## src/rtl/hazard_pkg.sv

```systemverilog
// Shared types and constants for the pipeline hazard controller.
package hazard_pkg;

  typedef enum logic [1:0] {
    INIT     = 2'd0,
    RUN      = 2'd1,
    MEM_WAIT = 2'd2
  } hz_state_e;

  localparam int REG_ADDR_W_DEF = 5;
  localparam int INIT_CNT_W     = 8;
  localparam int WAIT_CNT_W     = 8;

  typedef struct packed {
    logic pc_en;
    logic if_id_en;
    logic id_ex_en;
    logic ex_mem_en;
    logic mem_wb_en;
    logic if_id_flush;
    logic id_ex_flush;
    logic ex_mem_flush;
    logic mem_wb_flush;
  } hz_ctrl_t;

  localparam hz_ctrl_t CTRL_RUN = '{pc_en: 1'b1, if_id_en: 1'b1, id_ex_en: 1'b1,
                                    ex_mem_en: 1'b1, mem_wb_en: 1'b1,
                                    if_id_flush: 1'b0, id_ex_flush: 1'b0,
                                    ex_mem_flush: 1'b0, mem_wb_flush: 1'b0};

endpackage

```

## src/rtl/hazard_ctrl_if.sv

```systemverilog
// Pipeline <-> hazard controller signal bundle. Perf counter outputs exist
// only when HAZARD_PERF_CNT_EN is defined.
interface hazard_ctrl_if #(
  parameter int REG_ADDR_W = hazard_pkg::REG_ADDR_W_DEF
);
  logic [REG_ADDR_W-1:0] ID_RS1;
  logic [REG_ADDR_W-1:0] ID_RS2;
  logic                  ID_USES_RS1;
  logic                  ID_USES_RS2;
  logic [REG_ADDR_W-1:0] EX_RD;
  logic                  EX_RF_WE;
  logic                  EX_IS_LOAD;
  logic                  EX_BRANCH_TAKEN;
  logic                  MEM_DM_REQ;
  logic                  DM_READY;
  logic                  PC_EN;
  logic                  IF_ID_EN;
  logic                  ID_EX_EN;
  logic                  EX_MEM_EN;
  logic                  MEM_WB_EN;
  logic                  IF_ID_FLUSH;
  logic                  ID_EX_FLUSH;
  logic                  EX_MEM_FLUSH;
  logic                  MEM_WB_FLUSH;
  logic                  DM_ERR;
`ifdef HAZARD_PERF_CNT_EN
  logic [31:0]           STALL_CNT;
  logic [31:0]           FLUSH_CNT;
`endif

  modport master (
`ifdef HAZARD_PERF_CNT_EN
    input  STALL_CNT, FLUSH_CNT,
`endif
    output ID_RS1, ID_RS2, ID_USES_RS1, ID_USES_RS2, EX_RD, EX_RF_WE,
           EX_IS_LOAD, EX_BRANCH_TAKEN, MEM_DM_REQ, DM_READY,
    input  PC_EN, IF_ID_EN, ID_EX_EN, EX_MEM_EN, MEM_WB_EN,
           IF_ID_FLUSH, ID_EX_FLUSH, EX_MEM_FLUSH, MEM_WB_FLUSH, DM_ERR
  );

  modport slave (
`ifdef HAZARD_PERF_CNT_EN
    output STALL_CNT, FLUSH_CNT,
`endif
    input  ID_RS1, ID_RS2, ID_USES_RS1, ID_USES_RS2, EX_RD, EX_RF_WE,
           EX_IS_LOAD, EX_BRANCH_TAKEN, MEM_DM_REQ, DM_READY,
    output PC_EN, IF_ID_EN, ID_EX_EN, EX_MEM_EN, MEM_WB_EN,
           IF_ID_FLUSH, ID_EX_FLUSH, EX_MEM_FLUSH, MEM_WB_FLUSH, DM_ERR
  );

endinterface

```

## src/rtl/haz_match.sv

```systemverilog
// Load-use comparator: flags an ID source that reads the register a load in EX
// is about to write. Register 0 never matches.
module haz_match
  import hazard_pkg::*;
#(
  parameter int W = REG_ADDR_W_DEF
) (
  input  logic [W-1:0] rs1_i,
  input  logic [W-1:0] rs2_i,
  input  logic         uses_rs1_i,
  input  logic         uses_rs2_i,
  input  logic [W-1:0] rd_i,
  input  logic         rf_we_i,
  input  logic         is_load_i,
  output logic         hazard_o
);

  logic [1:0][W-1:0] src;
  logic [1:0]        uses;
  logic [1:0]        src_hit;

  assign src  = {rs2_i, rs1_i};
  assign uses = {uses_rs2_i, uses_rs1_i};

  generate
    for (genvar gi = 0; gi < 2; gi++) begin : g_src
      assign src_hit[gi] = uses[gi] && (src[gi] == rd_i);
    end
  endgenerate

  assign hazard_o = is_load_i && rf_we_i && (rd_i != '0) && (|src_hit);

endmodule

```

## src/rtl/hazard_ctrl.sv

```systemverilog
// Pipeline hazard controller: post-reset flush, load-use stall, branch flush
// and data-memory wait with timeout. HAZARD_PERF_CNT_EN adds stall/flush counters.
module hazard_ctrl
  import hazard_pkg::*;
#(
  parameter int REG_ADDR_W  = REG_ADDR_W_DEF,
  parameter int INIT_CYCLES = 3,
  parameter int DM_TIMEOUT  = 16
) (
  input  logic            clk,
  input  logic            rst,
  hazard_ctrl_if.slave    hz
);

  hz_state_e               state_q, state_d;
  logic [INIT_CNT_W-1:0]   init_cnt_q, init_cnt_d;
  logic [WAIT_CNT_W-1:0]   wait_cnt_q, wait_cnt_d;
  logic                    dm_err_q, dm_err_d;
  logic                    load_use;
  logic                    mem_stall;
  logic                    wait_timeout;
  hz_ctrl_t                ctrl;

  haz_match #(.W(REG_ADDR_W)) u_match (
    .rs1_i      (hz.ID_RS1),
    .rs2_i      (hz.ID_RS2),
    .uses_rs1_i (hz.ID_USES_RS1),
    .uses_rs2_i (hz.ID_USES_RS2),
    .rd_i       (hz.EX_RD),
    .rf_we_i    (hz.EX_RF_WE),
    .is_load_i  (hz.EX_IS_LOAD),
    .hazard_o   (load_use)
  );

  assign mem_stall    = hz.MEM_DM_REQ && !hz.DM_READY;
  assign wait_timeout = (wait_cnt_q == WAIT_CNT_W'(DM_TIMEOUT));

  always_ff @(posedge clk or posedge rst) begin
    if (rst) begin
      state_q    <= INIT;
      init_cnt_q <= '0;
      wait_cnt_q <= '0;
      dm_err_q   <= 1'b0;
    end else begin
      state_q    <= state_d;
      init_cnt_q <= init_cnt_d;
      wait_cnt_q <= wait_cnt_d;
      dm_err_q   <= dm_err_d;
    end
  end

  always_comb begin
    state_d    = state_q;
    init_cnt_d = init_cnt_q;
    wait_cnt_d = wait_cnt_q;
    dm_err_d   = dm_err_q;
    case (state_q)
      INIT: begin
        if (init_cnt_q == INIT_CNT_W'(INIT_CYCLES - 1)) begin
          state_d    = RUN;
          init_cnt_d = '0;
        end else begin
          init_cnt_d = init_cnt_q + INIT_CNT_W'(1);
        end
      end
      RUN: begin
        if (mem_stall) begin
          state_d    = MEM_WAIT;
          wait_cnt_d = WAIT_CNT_W'(1);
        end
      end
      MEM_WAIT: begin
        if (hz.DM_READY) begin
          state_d    = RUN;
          wait_cnt_d = '0;
        end else if (wait_timeout) begin
          // Abandon the access; the pipeline resumes and the error stays latched.
          dm_err_d   = 1'b1;
          state_d    = RUN;
          wait_cnt_d = '0;
        end else begin
          wait_cnt_d = wait_cnt_q + WAIT_CNT_W'(1);
        end
      end
      default: state_d = INIT;
    endcase
  end

  always_comb begin
    ctrl = CTRL_RUN;
    case (state_q)
      INIT: begin
        ctrl.pc_en        = 1'b0;
        ctrl.if_id_flush  = 1'b1;
        ctrl.id_ex_flush  = 1'b1;
        ctrl.ex_mem_flush = 1'b1;
        ctrl.mem_wb_flush = 1'b1;
      end
      RUN: begin
        if (mem_stall) begin
          ctrl.pc_en        = 1'b0;
          ctrl.if_id_en     = 1'b0;
          ctrl.id_ex_en     = 1'b0;
          ctrl.ex_mem_en    = 1'b0;
          ctrl.mem_wb_flush = 1'b1;
        end else if (hz.EX_BRANCH_TAKEN) begin
          // A taken branch kills the dependent instruction, so no stall is needed.
          ctrl.if_id_flush = 1'b1;
          ctrl.id_ex_flush = 1'b1;
        end else if (load_use) begin
          ctrl.pc_en       = 1'b0;
          ctrl.if_id_en    = 1'b0;
          ctrl.id_ex_flush = 1'b1;
        end
      end
      MEM_WAIT: begin
        if (!hz.DM_READY && !wait_timeout) begin
          ctrl.pc_en        = 1'b0;
          ctrl.if_id_en     = 1'b0;
          ctrl.id_ex_en     = 1'b0;
          ctrl.ex_mem_en    = 1'b0;
          ctrl.mem_wb_flush = 1'b1;
        end
      end
      default: ctrl = CTRL_RUN;
    endcase
  end

  assign hz.PC_EN        = ctrl.pc_en;
  assign hz.IF_ID_EN     = ctrl.if_id_en;
  assign hz.ID_EX_EN     = ctrl.id_ex_en;
  assign hz.EX_MEM_EN    = ctrl.ex_mem_en;
  assign hz.MEM_WB_EN    = ctrl.mem_wb_en;
  assign hz.IF_ID_FLUSH  = ctrl.if_id_flush;
  assign hz.ID_EX_FLUSH  = ctrl.id_ex_flush;
  assign hz.EX_MEM_FLUSH = ctrl.ex_mem_flush;
  assign hz.MEM_WB_FLUSH = ctrl.mem_wb_flush;
  assign hz.DM_ERR       = dm_err_q;

`ifdef HAZARD_PERF_CNT_EN
  logic [31:0] stall_cnt_q;
  logic [31:0] flush_cnt_q;

  always_ff @(posedge clk or posedge rst) begin
    if (rst) begin
      stall_cnt_q <= '0;
      flush_cnt_q <= '0;
    end else begin
      if ((state_q != INIT) && !ctrl.pc_en && (stall_cnt_q != 32'hFFFF_FFFF))
        stall_cnt_q <= stall_cnt_q + 32'd1;
      if ((state_q == RUN) && ctrl.if_id_flush && (flush_cnt_q != 32'hFFFF_FFFF))
        flush_cnt_q <= flush_cnt_q + 32'd1;
    end
  end

  assign hz.STALL_CNT = stall_cnt_q;
  assign hz.FLUSH_CNT = flush_cnt_q;
`endif

endmodule

```

## src/flat_wrapper.sv

```systemverilog
// flat-port wrapper written by rule: the top's interface ports become plain ports
module hazard_ctrl_flat import hazard_pkg::*;
#(
  parameter int REG_ADDR_W  = REG_ADDR_W_DEF,
  parameter int INIT_CYCLES = 3,
  parameter int DM_TIMEOUT  = 16
)
  (clk, rst, hz_ID_RS1, hz_ID_RS2, hz_ID_USES_RS1, hz_ID_USES_RS2, hz_EX_RD, hz_EX_RF_WE, hz_EX_IS_LOAD, hz_EX_BRANCH_TAKEN, hz_MEM_DM_REQ, hz_DM_READY, hz_PC_EN, hz_IF_ID_EN, hz_ID_EX_EN, hz_EX_MEM_EN, hz_MEM_WB_EN, hz_IF_ID_FLUSH, hz_ID_EX_FLUSH, hz_EX_MEM_FLUSH, hz_MEM_WB_FLUSH, hz_DM_ERR);
  hazard_ctrl_if #(.REG_ADDR_W(REG_ADDR_W)) hz_i ();
  input  logic clk;
  input  logic rst;
  input wire logic [$bits(hz_i.ID_RS1)-1:0] hz_ID_RS1;
  input wire logic [$bits(hz_i.ID_RS2)-1:0] hz_ID_RS2;
  input wire logic [$bits(hz_i.ID_USES_RS1)-1:0] hz_ID_USES_RS1;
  input wire logic [$bits(hz_i.ID_USES_RS2)-1:0] hz_ID_USES_RS2;
  input wire logic [$bits(hz_i.EX_RD)-1:0] hz_EX_RD;
  input wire logic [$bits(hz_i.EX_RF_WE)-1:0] hz_EX_RF_WE;
  input wire logic [$bits(hz_i.EX_IS_LOAD)-1:0] hz_EX_IS_LOAD;
  input wire logic [$bits(hz_i.EX_BRANCH_TAKEN)-1:0] hz_EX_BRANCH_TAKEN;
  input wire logic [$bits(hz_i.MEM_DM_REQ)-1:0] hz_MEM_DM_REQ;
  input wire logic [$bits(hz_i.DM_READY)-1:0] hz_DM_READY;
  output wire logic [$bits(hz_i.PC_EN)-1:0] hz_PC_EN;
  output wire logic [$bits(hz_i.IF_ID_EN)-1:0] hz_IF_ID_EN;
  output wire logic [$bits(hz_i.ID_EX_EN)-1:0] hz_ID_EX_EN;
  output wire logic [$bits(hz_i.EX_MEM_EN)-1:0] hz_EX_MEM_EN;
  output wire logic [$bits(hz_i.MEM_WB_EN)-1:0] hz_MEM_WB_EN;
  output wire logic [$bits(hz_i.IF_ID_FLUSH)-1:0] hz_IF_ID_FLUSH;
  output wire logic [$bits(hz_i.ID_EX_FLUSH)-1:0] hz_ID_EX_FLUSH;
  output wire logic [$bits(hz_i.EX_MEM_FLUSH)-1:0] hz_EX_MEM_FLUSH;
  output wire logic [$bits(hz_i.MEM_WB_FLUSH)-1:0] hz_MEM_WB_FLUSH;
  output wire logic [$bits(hz_i.DM_ERR)-1:0] hz_DM_ERR;
  assign hz_i.ID_RS1 = hz_ID_RS1;
  assign hz_i.ID_RS2 = hz_ID_RS2;
  assign hz_i.ID_USES_RS1 = hz_ID_USES_RS1;
  assign hz_i.ID_USES_RS2 = hz_ID_USES_RS2;
  assign hz_i.EX_RD = hz_EX_RD;
  assign hz_i.EX_RF_WE = hz_EX_RF_WE;
  assign hz_i.EX_IS_LOAD = hz_EX_IS_LOAD;
  assign hz_i.EX_BRANCH_TAKEN = hz_EX_BRANCH_TAKEN;
  assign hz_i.MEM_DM_REQ = hz_MEM_DM_REQ;
  assign hz_i.DM_READY = hz_DM_READY;
  assign hz_PC_EN = hz_i.PC_EN;
  assign hz_IF_ID_EN = hz_i.IF_ID_EN;
  assign hz_ID_EX_EN = hz_i.ID_EX_EN;
  assign hz_EX_MEM_EN = hz_i.EX_MEM_EN;
  assign hz_MEM_WB_EN = hz_i.MEM_WB_EN;
  assign hz_IF_ID_FLUSH = hz_i.IF_ID_FLUSH;
  assign hz_ID_EX_FLUSH = hz_i.ID_EX_FLUSH;
  assign hz_EX_MEM_FLUSH = hz_i.EX_MEM_FLUSH;
  assign hz_MEM_WB_FLUSH = hz_i.MEM_WB_FLUSH;
  assign hz_DM_ERR = hz_i.DM_ERR;
  hazard_ctrl #(.REG_ADDR_W(REG_ADDR_W), .INIT_CYCLES(INIT_CYCLES), .DM_TIMEOUT(DM_TIMEOUT)) u_core (.clk(clk), .rst(rst), .hz(hz_i));
endmodule
```

## config.mk

```make
export PLATFORM = sky130hd
export DESIGN_NAME = hazard_ctrl_flat
export DESIGN_NICKNAME = d
export VERILOG_FILES = /design/src/rtl/hazard_pkg.sv /design/src/rtl/hazard_ctrl_if.sv /design/src/rtl/haz_match.sv /design/src/rtl/hazard_ctrl.sv /design/src/flat_wrapper.sv
export SDC_FILE = /design/constraint.sdc
export NUM_CORES = 1
export LEC_CHECK = 0
export CAP_MARGIN = 10
export CORE_MARGIN = 10
export CORE_UTILIZATION = 51
export CTS_BUF_LIST = sky130_fd_sc_hd__clkbuf_2 sky130_fd_sc_hd__clkbuf_4 sky130_fd_sc_hd__clkbuf_8
export DETAILED_ROUTE_END_ITERATION = 10
export GPL_TIMING_DRIVEN = 0
export PLACE_DENSITY = 0.79
export SLEW_MARGIN = 20
export SYNTH_ARGS = -nofsm -noshare
export SYNTH_HDL_FRONTEND = slang
export SYNTH_SLANG_ARGS = --single-unit
export TNS_END_PERCENT = 10
```

## constraint.sdc

```tcl
create_clock -name clk -period 2.8 [get_ports clk]
set_input_delay 0.28 -clock clk [delete_from_list [all_inputs] [get_ports clk]]
set_output_delay 0.28 -clock clk [all_outputs]
set_load 0.1 [all_outputs]
```

* Word level (Yosys, flattened, before mapping)
Index checks and enable logic that the tools add are counted.
Word-level totals: memory bits (writable) 0, output and inout bits 10, bits in latches 0, logic and storage cells 58, ROM bits 0, memories kept 0, flip-flop bits (word level) 19, bits of input ports 24
Cells by class: reduce and logical (&&, ||, !) cells 16, mux-type cells 26, divide/modulo/power cells 0, add/sub/neg operators 2, $mul 0, bitwise logic cells 1, $lt $le $gt $ge 0, shifts and indexed selects 0, equal/unequal tests 9
Operators by type and width (number):
- two-way mux 8 bit | 4
- two-way mux 2 bit | 9
- adder 8 x 1 -> 8 bit (second input constant) | 2
- one-hot mux 8 bit (2 select lines) | 1
- equality test 5 bit | 2
- equality test 8 x 2 -> 1 bit (second input constant) | 1
- equality test 8 x 5 -> 1 bit (second input constant) | 1
- logical AND 1 bit | 7
- two-way mux 1 bit | 6
- one-hot mux 1 bit (3 select lines) | 2
- one-hot mux 2 bit (3 select lines) | 1
- one-hot mux 3 bit (2 select lines) | 1
- AND reduction 3 bit | 2
- nonzero test 5 bit | 1
- two-way mux 4 bit | 1
- != test 2 x 1 -> 1 bit (second input constant) | 2
- one-hot mux 2 bit (2 select lines) | 1
- != test 3 x 2 -> 1 bit (second input constant) | 1
- equality test 2 x 1 -> 1 bit (second input constant) | 1
- equality test 2 bit (second input constant) | 1
- logical NOT 1 bit | 2
- logical NOT 2 bit | 1
- AND reduction 2 bit | 1
- nonzero test 2 bit | 1
- 2 further kinds | 2

* Longest topological paths before layout
word-level depth 8, mapped depth 7, gate-level depth less buffers 6

* Cells and area by module
A second synthesis with hierarchy kept.
Second synthesis, totals: cell total of the unflattened synthesis 137, area total of the unflattened synthesis 1303.8 um^2
Modules (own cells, without submodules):
- hazard_ctrl | sequential area each 475.5 um^2, instances 1, area each 1168.6 um^2, cells an instance 120
- haz_match | sequential area each 0.0 um^2, instances 1, area each 135.1 um^2, cells an instance 17

* Least setup slack after synthesis
Ideal clock, no wire load.
path type flip-flop to output port, from register u_core.state_q[0], to output port hz_IF_ID_EN, data arrival time 3920 ps, required time 2520 ps, cell stages (with the launch flop) 7, path slack -1400 ps, path buffers 0, cells stage by stage dfrtp_1 > inv_1 > ha_1 > or4b_2 > o211ai_1 > nand2b_1 > a21boi_1
Between the ends: longest elaborated chain between the ends 2, elaborated cells between the ends (all ways) 3, those cells by class eq/ne: 2; mux: 1
RTL lines:
- from (decl) | line hazard_ctrl.sv:15 | hz_state_e state_q, state_d;
- from (signal assigned) | line hazard_ctrl.sv:45 | state_q <= state_d;
- equality test 2 bit or equality test 2 x 1 -> 1 bit (tied branches) | line hazard_ctrl.sv:91 | case (state_q)
- one-hot mux 3 bit (2 select lines) (*) | line hazard_ctrl.sv:91
- to (decl) | line flat_wrapper.sv:23 | output wire logic [$bits(hz_i.IF_ID_EN)-1:0] hz_IF_ID_EN;
Mark *: on every way between the ends. The rest lies on a longest branch, timed or not.

* Final worst setup path
from register u_core.state_q[1], to output port hz_IF_ID_FLUSH
Between the ends: longest elaborated chain between the ends 2, elaborated cells between the ends (all ways) 3, those cells by class eq/ne: 1; mux: 1; reduce/logical: 1
RTL lines:
- equality test 2 x 1 -> 1 bit or logical NOT 2 bit (tied branches) | line hazard_ctrl.sv:91
- one-hot mux 2 bit (2 select lines) (*) | line hazard_ctrl.sv:91
- to (decl) | line flat_wrapper.sv:27 | output wire logic [$bits(hz_i.IF_ID_FLUSH)-1:0] hz_IF_ID_FLUSH;
Marked as above.

==> metrics.txt <==
row cnt 18; HP Class in2async; final period utilization 0.975; CTS tree built; drt drc 0; CP Class reg2out; met3 usage 0.0358; Cell Area, Synth 0.00135 mm²; Final Skew about 1.0 ps; worst-path cell chain inv_1 -> ha_1 -> and2_1 -> a21o_1 -> clkdlybuf4s15_1; post-synth top area share 0.351; most common cell after layout, fill and taps aside clkdlybuf4s50_1; root buf cell clkbuf_4; LEAKAGE slightly below 0.8 nW; gr ovfl total 0; max frequency roughly 370 MHz; die height between 70 and 80 µm; Worst path max stage delay roughly 840 ps; Setup TNS Final 0 ps; max_cap viols 0; PostCTS Resize Cnt 35; slowest cell on the critical path clkdlybuf4s15_1; Primary FF master, synth dfrtp_1; 1st-iter DRT viols around 90; Die ar. roughly 0.0051 mm²; startpoint types flip-flop; via count 1261; share of cells above drive strength 1 0.128; final WL approximately 3.5 mm; worst-case clock buffer depth 2; Final Core Density 0.713; Post-synth EDFFs 0; ANT nets after route 0; Post-synth ARST share 1.00; slew margin rel. 0.349; CP Capture Type output port; worst vdd ir 1.58 mV; largest cells by area after synthesis dfrtp_1 (35%), xnor2_1 (7.8%), ha_1 (7.4%); distinct cell type count after synthesis 43; max-slew violations 0; status finished clean; WP buf/inv 2; fin area 0.00178 mm²; sequential element share of the synthesized area 0.351; Wirelength per Cell approximately 16 µm; minimum clock period roughly 2700 ps; I/O pin cnt 34; measured slew at the worst slew-check pin between 900 and 1000 ps; first-pass GRT wire length slightly above 6 mm; leading area contributor after synthesis dfrtp_1; Synth Warn # 0; Mapped Cells ~150; cts hold-fix bufs 0; Die Width between 70 and 80 µm; overall power 2.14 mW; most frequent cells in the layout clkdlybuf4s50_1 (25), dfrtp_1 (19), xnor2_1 (12), nand2_1 (12), inv_1 (10); aggregate global-route resource usage 0.141; vias in the first global route ~1300; # fillers roughly 190; delay-heaviest family, CP buffers and inverters; RSZ-0062 raised after global routing true; placed inst area ~0.0017 mm²; Post-Syn Area per Cell 8.97 µm²; worst-skew pair later-pin latency 300 ps; CTS sink cnt 19; largest net degree at the start of global routing 20; Final Wtd Congestion roughly 0.87; Area growth syn-to-layout 31.7%; post-layout worst setup margin 70.5 ps; Clock transition at path regs between 100 and 150 ps; Crit Path Max Fanout 6; pre-CTS WS -708 ps; Initial Utilization 0.542; final-report setup violation count 0; Final Hold Viols 0; CP required roughly 2500 ps; Syn Nets 183; cts bufs inserted 3; TritonRoute pass-1 iters 4; postcts setup bufs 0; Hold Worst Slack just under 400 ps; Critical Path AT 2450 ps; M1 GR Usage 0.166; Seq cells post-synth 19; Inserted Diodes 0; power per cell area 1200 mW/mm²; met2 GRT Util 0.255; Non-Filler Instances ~220; vias per std cell between 5 and 6; layer with the highest usage met2; post-detail-place hpwl between 2 and 3 mm; Core Box Area between 0.002 and 0.0025 mm²; initial antenna violation count 0; H-tree levels 1; Cells after DPL roughly 210; Final nets 220; PortBufs 32
kinds of logic (layout without fill, tap and decap cells):
kind of cell,count (synthesis),after routing,synth area share
compound gates,38,38,0.192
xor+xnor,13,13,0.0841
fa+ha+maj,8,8,0.0739
buf+inv,14,50,0.0444
flops,19,19,0.351
mux,4,4,0.0296
other cells,1,1,0.00277
simple gates,54,54,0.222
final timing paths:
| path | startpoint | end | slack (ps) | cells after the start |
|---|---|---|---|---|
| worst max-delay path | u_core.state_q[1]$_DFFE_PP0P_ | hz_IF_ID_FLUSH | 70 | 5 |
| worst min-delay path | rst | u_core.wait_cnt_q[4]$_DFFE_PP0P_ | 390 | 2 |
| worst max register to register | u_core.wait_cnt_q[0]$_DFFE_PP0P_ | u_core.wait_cnt_q[7]$_DFFE_PP0P_ | 850 | 6 |
| worst min register to register | u_core.hz.DM_ERR$_DFFE_PP0P_ | u_core.hz.DM_ERR$_DFFE_PP0P_ | 490 | 1 |
| max in group asynchronous | rst | u_core.hz.DM_ERR$_DFFE_PP0P_ | 1950 | 2 |
| min in group clk | u_core.hz.DM_ERR$_DFFE_PP0P_ | u_core.hz.DM_ERR$_DFFE_PP0P_ | 490 | 1 |
cells in the mapped netlist (all sizes together), types with 3 or more instances:
library cell and number:
a21oi 10, xnor2 12, mux2i 4, nand2 12, nand2b 3, nand4 4
dfrtp 19, inv 11, and3 4, a21o 3, nor3 7, nor2 9
nand3 7, o21ai 9, ha 8
report_power, final:
part	switching (mW)	leakage, nW	total, mW	internal [mW]
combinational	1.09	0.509	1.56	0.474
sequential	0.0875	0.248	0.433	0.346
clock	0.0877	0.0177	0.141	0.0532
layer usage:
metal	vias to the layer above	wire length [µm]
li1	624	-
met1	608	1450
met2	22	1910
met3	7	131
met4	0	39
met5	-	0
worst reg2reg max path: stages, from the launching register on:
cell	delay [ps]
dfrtp_1	400
inv_1	80
ha_1	210
and4bb_1	270
a221oi_2	500
o21ai_0	200
a31oi_1	210
cell type report:
cell class	count	area, µm²	share of cell area
clock buffer	3	22.5	0.0126
buffer	3	18.8	0.0105
multi-input combinational	118	862	0.484
inverter	11	41.3	0.0232
sequential	19	475	0.267
timing repair buffer	32	320	0.180
clock inverter	1	5.00	0.00281
tap	30	37.5	0.0211
sequential cells by signal (all words and copies together) (netlist names):
signal             flops
u_core.init_cnt_q      8
u_core.wait_cnt_q      8
u_core.state_q         2
u_core.hz.DM_ERR       1
No activity file was read; power rests on OpenSTA's default activity.
